===== config.mk =====
export PLATFORM = sky130hd
export DESIGN_NAME = washing_machine_plant
export DESIGN_NICKNAME = d
export VERILOG_FILES = /design/src/rtl/washing_machine_plant.sv
export SDC_FILE = /design/constraint.sdc
export NUM_CORES = 1
export LEC_CHECK = 0
export ABC_AREA = 1
export CORE_MARGIN = 2
export CORE_UTILIZATION = 54
export CTS_CLUSTER_SIZE = 25
export DETAILED_ROUTE_END_ITERATION = 10
export GPL_TIMING_DRIVEN = 0
export PLACE_DENSITY = 0.79
export SLEW_MARGIN = 20
export SYNTH_ARGS = -nofsm -noshare
export SYNTH_HDL_FRONTEND = slang
export SYNTH_SLANG_ARGS = --single-unit

===== constraint.sdc =====
create_clock -name clk50m -period 2.22 [get_ports clk50m]
set_input_delay 0.666 -clock clk50m [delete_from_list [all_inputs] [get_ports clk50m]]
set_output_delay 0.666 -clock clk50m [all_outputs]
set_load 0.01 [all_outputs]

===== src/rtl/washing_machine_plant.sv =====
// -----------------------------------------------------------------------------
// washing_machine_plant
//
// Behavioural model of the physical washing machine. It takes the actuator
// commands of the washing_machine controller and produces that controller's
// sensor inputs, so the controller can run closed-loop in simulation or on
// the board. Any illegal actuator combination is detected and the first
// cause is latched as a sticky fault.
//
// Parameters:
//   FILL_CYCLES  valve-on cycles from empty to full
//   HEAT_CYCLES  heater-on cycles (full drum) from cold to hot
//   WASH_CYCLES  motor_wash cycles (full drum) until clean
//   SPIN_CYCLES  motor_spin cycles (empty drum) until dry
//
// Ports:
//   clk50m      in   system clock, 50 MHz
//   rst         in   synchronous active-high reset, highest priority
//   new_load    in   one-cycle pulse: fresh dirty, wet clothes loaded
//   door_lock, valve, heater,
//   motor_wash, motor_spin, pump
//               in   actuator commands from the controller
//   full        out  level at maximum
//   hot         out  temperature at target
//   clean       out  wash complete
//   dry         out  spin complete
//   level       out  current water level (debug)
//   fault       out  sticky illegal-actuator flag
//   fault_code  out  first fault cause, 0 = none
// -----------------------------------------------------------------------------
module washing_machine_plant #(
  parameter int FILL_CYCLES = 16,
  parameter int HEAT_CYCLES = 16,
  parameter int WASH_CYCLES = 32,
  parameter int SPIN_CYCLES = 32
) (
  input  logic                               clk50m,
  input  logic                               rst,
  input  logic                               new_load,
  input  logic                               door_lock,
  input  logic                               valve,
  input  logic                               heater,
  input  logic                               motor_wash,
  input  logic                               motor_spin,
  input  logic                               pump,
  output logic                               full,
  output logic                               hot,
  output logic                               clean,
  output logic                               dry,
  output logic [$clog2(FILL_CYCLES+1)-1:0]   level,
  output logic                               fault,
  output logic [2:0]                         fault_code
);

  localparam int LW = $clog2(FILL_CYCLES + 1);
  localparam int TW = $clog2(HEAT_CYCLES + 1);
  localparam int WW = $clog2(WASH_CYCLES + 1);
  localparam int SW = $clog2(SPIN_CYCLES + 1);

  localparam logic [LW-1:0] LVL_MAX  = LW'(FILL_CYCLES);
  localparam logic [TW-1:0] TEMP_MAX = TW'(HEAT_CYCLES);
  localparam logic [WW-1:0] WASH_MAX = WW'(WASH_CYCLES);
  localparam logic [SW-1:0] SPIN_MAX = SW'(SPIN_CYCLES);

  typedef enum logic {
    ST_OK,
    ST_FAULT
  } state_t;

  logic [LW-1:0] level_q, level_d;
  logic [TW-1:0] temp_q,  temp_d;
  logic [WW-1:0] wash_q,  wash_d;
  logic [SW-1:0] spin_q,  spin_d;
  state_t        state_q, state_d;
  logic [2:0]    code_q,  code_d;
  logic [2:0]    cause;

  // Physical model: counters for water level, temperature, wash and spin.
  // Clears key off the next level so a sensor drops on the same edge the
  // drum empties (hot) or gets wet again (dry).
  always_comb begin
    level_d = level_q;
    if (valve && !pump && level_q != LVL_MAX) begin
      level_d = level_q + LW'(1);
    end else if (pump && !valve && level_q != '0) begin
      level_d = level_q - LW'(1);
    end

    temp_d = temp_q;
    if (level_d == '0) begin
      temp_d = '0;
    end else if (heater && level_q == LVL_MAX && temp_q != TEMP_MAX) begin
      temp_d = temp_q + TW'(1);
    end

    wash_d = wash_q;
    if (new_load) begin
      wash_d = '0;
    end else if (motor_wash && !motor_spin && door_lock &&
                 level_q == LVL_MAX && wash_q != WASH_MAX) begin
      wash_d = wash_q + WW'(1);
    end

    spin_d = spin_q;
    if (new_load || level_d != '0) begin
      spin_d = '0;
    end else if (motor_spin && !motor_wash && door_lock &&
                 level_q == '0 && spin_q != SPIN_MAX) begin
      spin_d = spin_q + SW'(1);
    end
  end

  // Fault detection: lowest-numbered true cause wins.
  always_comb begin
    cause = 3'd0;
    if (motor_wash && motor_spin) begin
      cause = 3'd1;
    end else if ((valve || motor_wash || motor_spin) && !door_lock) begin
      cause = 3'd2;
    end else if (heater && level_q != LVL_MAX) begin
      cause = 3'd3;
    end else if (valve && level_q == LVL_MAX) begin
      cause = 3'd4;
    end else if (pump && level_q == '0 && !motor_spin) begin
      cause = 3'd5;
    end
  end

  always_comb begin
    state_d = state_q;
    code_d  = code_q;
    case (state_q)
      ST_OK: begin
        if (cause != 3'd0) begin
          state_d = ST_FAULT;
          code_d  = cause;
        end
      end
      ST_FAULT: begin
        state_d = ST_FAULT;
      end
      default: begin
        state_d = ST_OK;
      end
    endcase
  end

  always_ff @(posedge clk50m) begin
    if (rst) begin
      level_q <= '0;
      temp_q  <= '0;
      wash_q  <= '0;
      spin_q  <= '0;
      state_q <= ST_OK;
      code_q  <= 3'd0;
    end else begin
      level_q <= level_d;
      temp_q  <= temp_d;
      wash_q  <= wash_d;
      spin_q  <= spin_d;
      state_q <= state_d;
      code_q  <= code_d;
    end
  end

  assign full       = (level_q == LVL_MAX);
  assign hot        = (temp_q == TEMP_MAX);
  assign clean      = (wash_q == WASH_MAX);
  assign dry        = (spin_q == SPIN_MAX);
  assign level      = level_q;
  assign fault      = (state_q == ST_FAULT);
  assign fault_code = code_q;

endmodule


# Yosys cells after proc, flatten, opt, wreduce, memory -nomap -nowiden
# Cells that the tools add are included.
[word_totals] regBits=26 input_bits=9 word_cells=66
[classes] addsub=5 eq_ne=8 mux=9 bitwise_logic=1 n_reduce_logical=37
[op_table] operator="$logic_and A1 B1 Y1" count=20
[op_table] operator="$mux W3" count=5
[op_table] operator="$add A6 B1 Y6 const B" count=2
[op_table] operator="$eq A6 B6 Y1 const B" count=2
[op_table] operator="$ne A6 B6 Y1 const B" count=2
[op_table] operator="$add A5 B1 Y5 const B" count=2
[op_table] operator="$eq A5 B5 Y1 const B" count=2
[op_table] operator="$logic_not A5 Y1" count=2
[op_table] operator="$mux W5" count=2
[op_table] operator="$ne A5 B5 Y1 const B" count=2
[op_table] operator="$reduce_bool A5 Y1" count=2
[op_table] operator="$reduce_or A2 Y1" count=3
[op_table] operator="$logic_not A1 Y1" count=5
[op_table] operator="$sub A5 B1 Y5 const B" count=1
[op_table] operator="$logic_or A1 B1 Y1" count=3
[op_table] operator="$reduce_bool A3 Y1" count=1
[op_table] operator="$pmux W1 S2" count=1
[op_table] operator="$reduce_and A2 Y1" count=1
[op_table] operator="$mux W1" count=1
[op_table] operator="$not A1 Y1" count=1

# Depth between registers and ports, before layout
[depth] depth_word=11 depth_mapped=12

# Worst setup path before layout
# OpenSTA, ideal clock, no wires.
[synth_timing] path_kind="reg2out" startpoint="register level_q[0] (netlist: level[0])" endpoint="output port full" arrival_ps=1004 required_ps=1554 slack_ps=550 stages_incl_launch_ff=5 path_cell_list="dfxtp_1 -> inv_1 -> ha_1 -> nand3_4 -> inv_1"
[synth_via] elab_chain_len=1
[synth_rtl] element="start: declaration" line="70" source="logic [LW-1:0] level_q, level_d;"
[synth_rtl] element="start signal: assignment" line="157" source="level_q <= level_d;"
[synth_rtl] element="$eq A5 B5 Y1" line="166" source="assign full = (level_q == LVL_MAX);"
[synth_rtl] element="end: declaration" line="46" source="output logic full,"
# Every way passes these cells.

# Worst setup path in the final report
[layout_timing] startpoint="register level_q[2] (netlist: level[2])" endpoint="output port level[2]"
[layout_rtl] element="end: declaration" line="50" source="output logic [$clog2(FILL_CYCLES+1)-1:0] level,"
# No word-level cell between the ends.

==> results by group <==
Outcome
  – Outcome: finished, violations left
  – Failing checks: design-rule violations

GRT
  – Initial antenna violation count: 0
  – Global route overflow: 0
  – Gr busiest metal: met2
  – Largest net degree at the start of global routing: 14
  – Met1 Use GR: 0.253
  – Met3 usage: 0.0462
  – First-pass GRT wire length: 5.00 mm
  – Vias in the first global route: 1,204
  – GR Util met2: 0.305
  – GRT Total Usage: 0.187

Critical path
  – CP Cell Sequence: clkdlybuf4s50_1
  – CP startpoint kind: flop
  – Crit path kind: reg -> out
  – Buf/Inv on CP: 1
  – Delay-heaviest family, CP: buffers and inverters
  – R2R setup slack: 0.57 ns
  – RR Startpoint: level[1]
  – Arrival time of the worst setup path: 1.40 ns
  – Worst flop-to-flop path endpoint: wash_q[4]
  – CP max stage delay: 0.59 ns
  – Crit-path max FO: 6
  – Levels on crit path: 1
  – Slowest stage cell, crit path: clkdlybuf4s50_1
  – Worst Setup End Kind: output port
  – Critical Path RT: 1.55 ns
  – Reg2Reg Depth: 9

Clock network
  – Htree depth: 1
  – Clock sinks: 26
  – Worst-Skew Late Latency: 0.32 ns
  – CTS clk-pin slew, worst paths: 0.14 ns
  – Cts bufs inserted: 3
  – CTS root buf: clkbuf_4
  – CTS tree: done
  – Clk buf depth: 2

Worst hold path
  – Worst hold path startpoint: fault_code[2]
  – Hold Path End: fault_code[2]
  – Hold Crit Depth: 2
  – Hold Crit Class: reg -> reg

STA
  – Pins Over Slew Limit: 0
  – Final hold vios: 0
  – Worst hold margin: 0.490 ns
  – Post-route clock period utilization: 0.932
  – Fmax: 483 MHz
  – Worst-margin pin slew: 0.497 ns
  – RSZ-0062 raised after global routing: false
  – Slew headroom: 0.667
  – Finish-stage setup viols: 0
  – Layout Skew: 0.00873 ns
  – Final Critical Period: 2.07 ns

Route
  – DR DRC count: 2
  – Routed vias/inst: 5.07
  – DRT Pass-1 Iters: 7
  – Final WL: 3.00 mm
  – Final antenna-violating net count: 0
  – Avg WL per Cell: 10.8 µm
  – Via count: 1,405
  – Iteration-0 DRC Markers: 63

Cells and area
  – Inserted Diodes: 0
  – Fill count: 244
  – Post-layout nets: 265
  – Final cell count without fillers: 277
  – Share of layout cells above drive strength 1: 0.175
  – Fin area: 1890 µm²
  – Area Growth Syn to Fin: 17.1%

Synthesis
  – Post-Syn Instances: 222
  – Async SR Flop Fraction: 0
  – Synthesized area: 1620 µm²
  – Top cell type's share of synthesized area: 0.322
  – #FFs+latches synth: 26
  – Number of synthesized flops with an enable pin: 0
  – Sequential-to-total area share from yosys stat: 0.322
  – Synth cell types: 27
  – Cell taking the most area after synthesis: dfxtp_1
  – Area contributors post-synth: dfxtp_1, inv_1, nand2_1, ha_1, nand3_1
  – Synth top cells by count: inv_1, nand2_1, dfxtp_1
  – Synthesized Nets: 239
  – Most frequent cell after synthesis: inv_1
  – Synth warn: 0
  – Syn avg cell area: 7.28 µm²
  – Top_reg_cell synth: dfxtp_1

Floorplan
  – Vert. Die Dim: 58.7 µm
  – Die area: 3440 µm²
  – Initial Utilization: 0.576
  – Row count: 19
  – Core ar.: 2810 µm²
  – Ports: 22
  – Chip Width: 58.7 µm

Flow run
  – Max-cap violations: 0

Pwr
  – Clock network fraction of total power: 0.213
  – Lkg Pwr: 0.831 nW
  – Gate power share: 0.252
  – Sw frac: 0.308
  – Worst vdd ir: 0.279 mV
  – Psw: 286 µW
  – Seq pwr share: 0.536
  – Pwr Density: 489 nW/µm²
  – Internal power: 640 µW

Placed design
  – Inst Count DP: 273
  – Dpl hpwl: 2.34 mm
  – I/O Buffers: 20
  – RD Place Congestion: 0.845
  – Placed Area: 1850 µm²
[cell families after synthesis]
logic type,after synthesis,synth area share
AOI/OAI and AO/OA,19,0.0604
xor gates and xnor gates,9,0.0488
adders and majority gates,8,0.0620
buffers and inverters,43,0.0999
DFF,26,0.322
muxes,2,0.0139
and+or+nand+nor,115,0.393
[worst max path at each step]
stage / slack [ns] / start / endpoint
floorplan: 0.55 / level[0] / full
global placement: -0.12 / valve / temp_q[0]
detailed placement: -0.13 / valve / temp_q[3]
CTS: 0.03 / level[0] / full
global route: 0.05 / wash_q[0] / clean
finish: 0.15 / level[2] / level[2]
[per-stage QoR]
stage / TNS (ns) / util / setup slack (ns) / power, mW
global placement: -1.36 / 0.661 / -0.122 / 0.727
CTS: 0 / 0.675 / 0.0275 / 0.930
detailed placement: -1.40 / 0.661 / -0.131 / 0.730
global route: 0 / 0.674 / 0.0539 / 0.977
finish: 0 / 0.674 / 0.150 / 0.926
floorplan: 0 / - / 0.550 / 0.659
[power groups by stage]
stage | logic (mW) | registers [mW] | clock network, mW
floorplan | 0.149 | 0.510 | 0
global placement | 0.222 | 0.505 | 0
detailed placement | 0.225 | 0.505 | 0
CTS | 0.234 | 0.495 | 0.201
global route | 0.257 | 0.499 | 0.222
finish | 0.233 | 0.496 | 0.197
[placed cells by master (no fill, tap or decap), drive strengths merged]
cell	n
clkdlybuf4s50	16
nand2	41
dfxtp	26
nand3	24
inv	42
xor2	5
o31ai	1
ha	8
mux2	2
a21oi	11
xnor2	4
nand4	7
o21ai	7
nor3	5
and3	2
buf	1
clkbuf	5
nor2	36
dlygate4sd2	3
[layout make-up]
type,count,area [µm²],share of cell area
multi-input cells,153,946,0.500
inverters,42,158,0.0833
clock buffers,3,22.5,0.0119
plain buffers,1,3.75,0.00198
flip-flops and latches,26,524,0.277
repair buffers,21,199,0.105
well taps,31,38.8,0.0205
[worst reg2reg max path, stage by stage (launching register included)]
cell and delay, ns:
dfxtp_2 0.36, inv_1 0.11, ha_4 0.18, nand3_4 0.14, nor2_1 0.16, nand2_2 0.13, nor3_2 0.16, nand2_1 0.10
o21ai_0 0.15, a21oi_1 0.06
[metal layers]
metal | wire [µm] | part of all wire
met3 | 141 | 0.047
met1 | 1470 | 0.49
met5 | 0 | 0
met2 | 1370 | 0.46
met4 | 19 | 0.0063
[sequential cells by signal, summed over array words and instances, names as in the netlist]
signal,flops
spin_q,6
level,5
fault,1
fault_code,3
wash_q,6
temp_q,5
[timing repair]
item | 4_1_cts | 5_1_grt
setup buffers | 1 | 0
cloned | 0 | 0
gates resized for setup | 8 | 4
setup endpoints to repair | 4 | 1
pin swaps | 1 | 0
hold buffers | 0 | 0
Power figures use the tool's default switching activity.
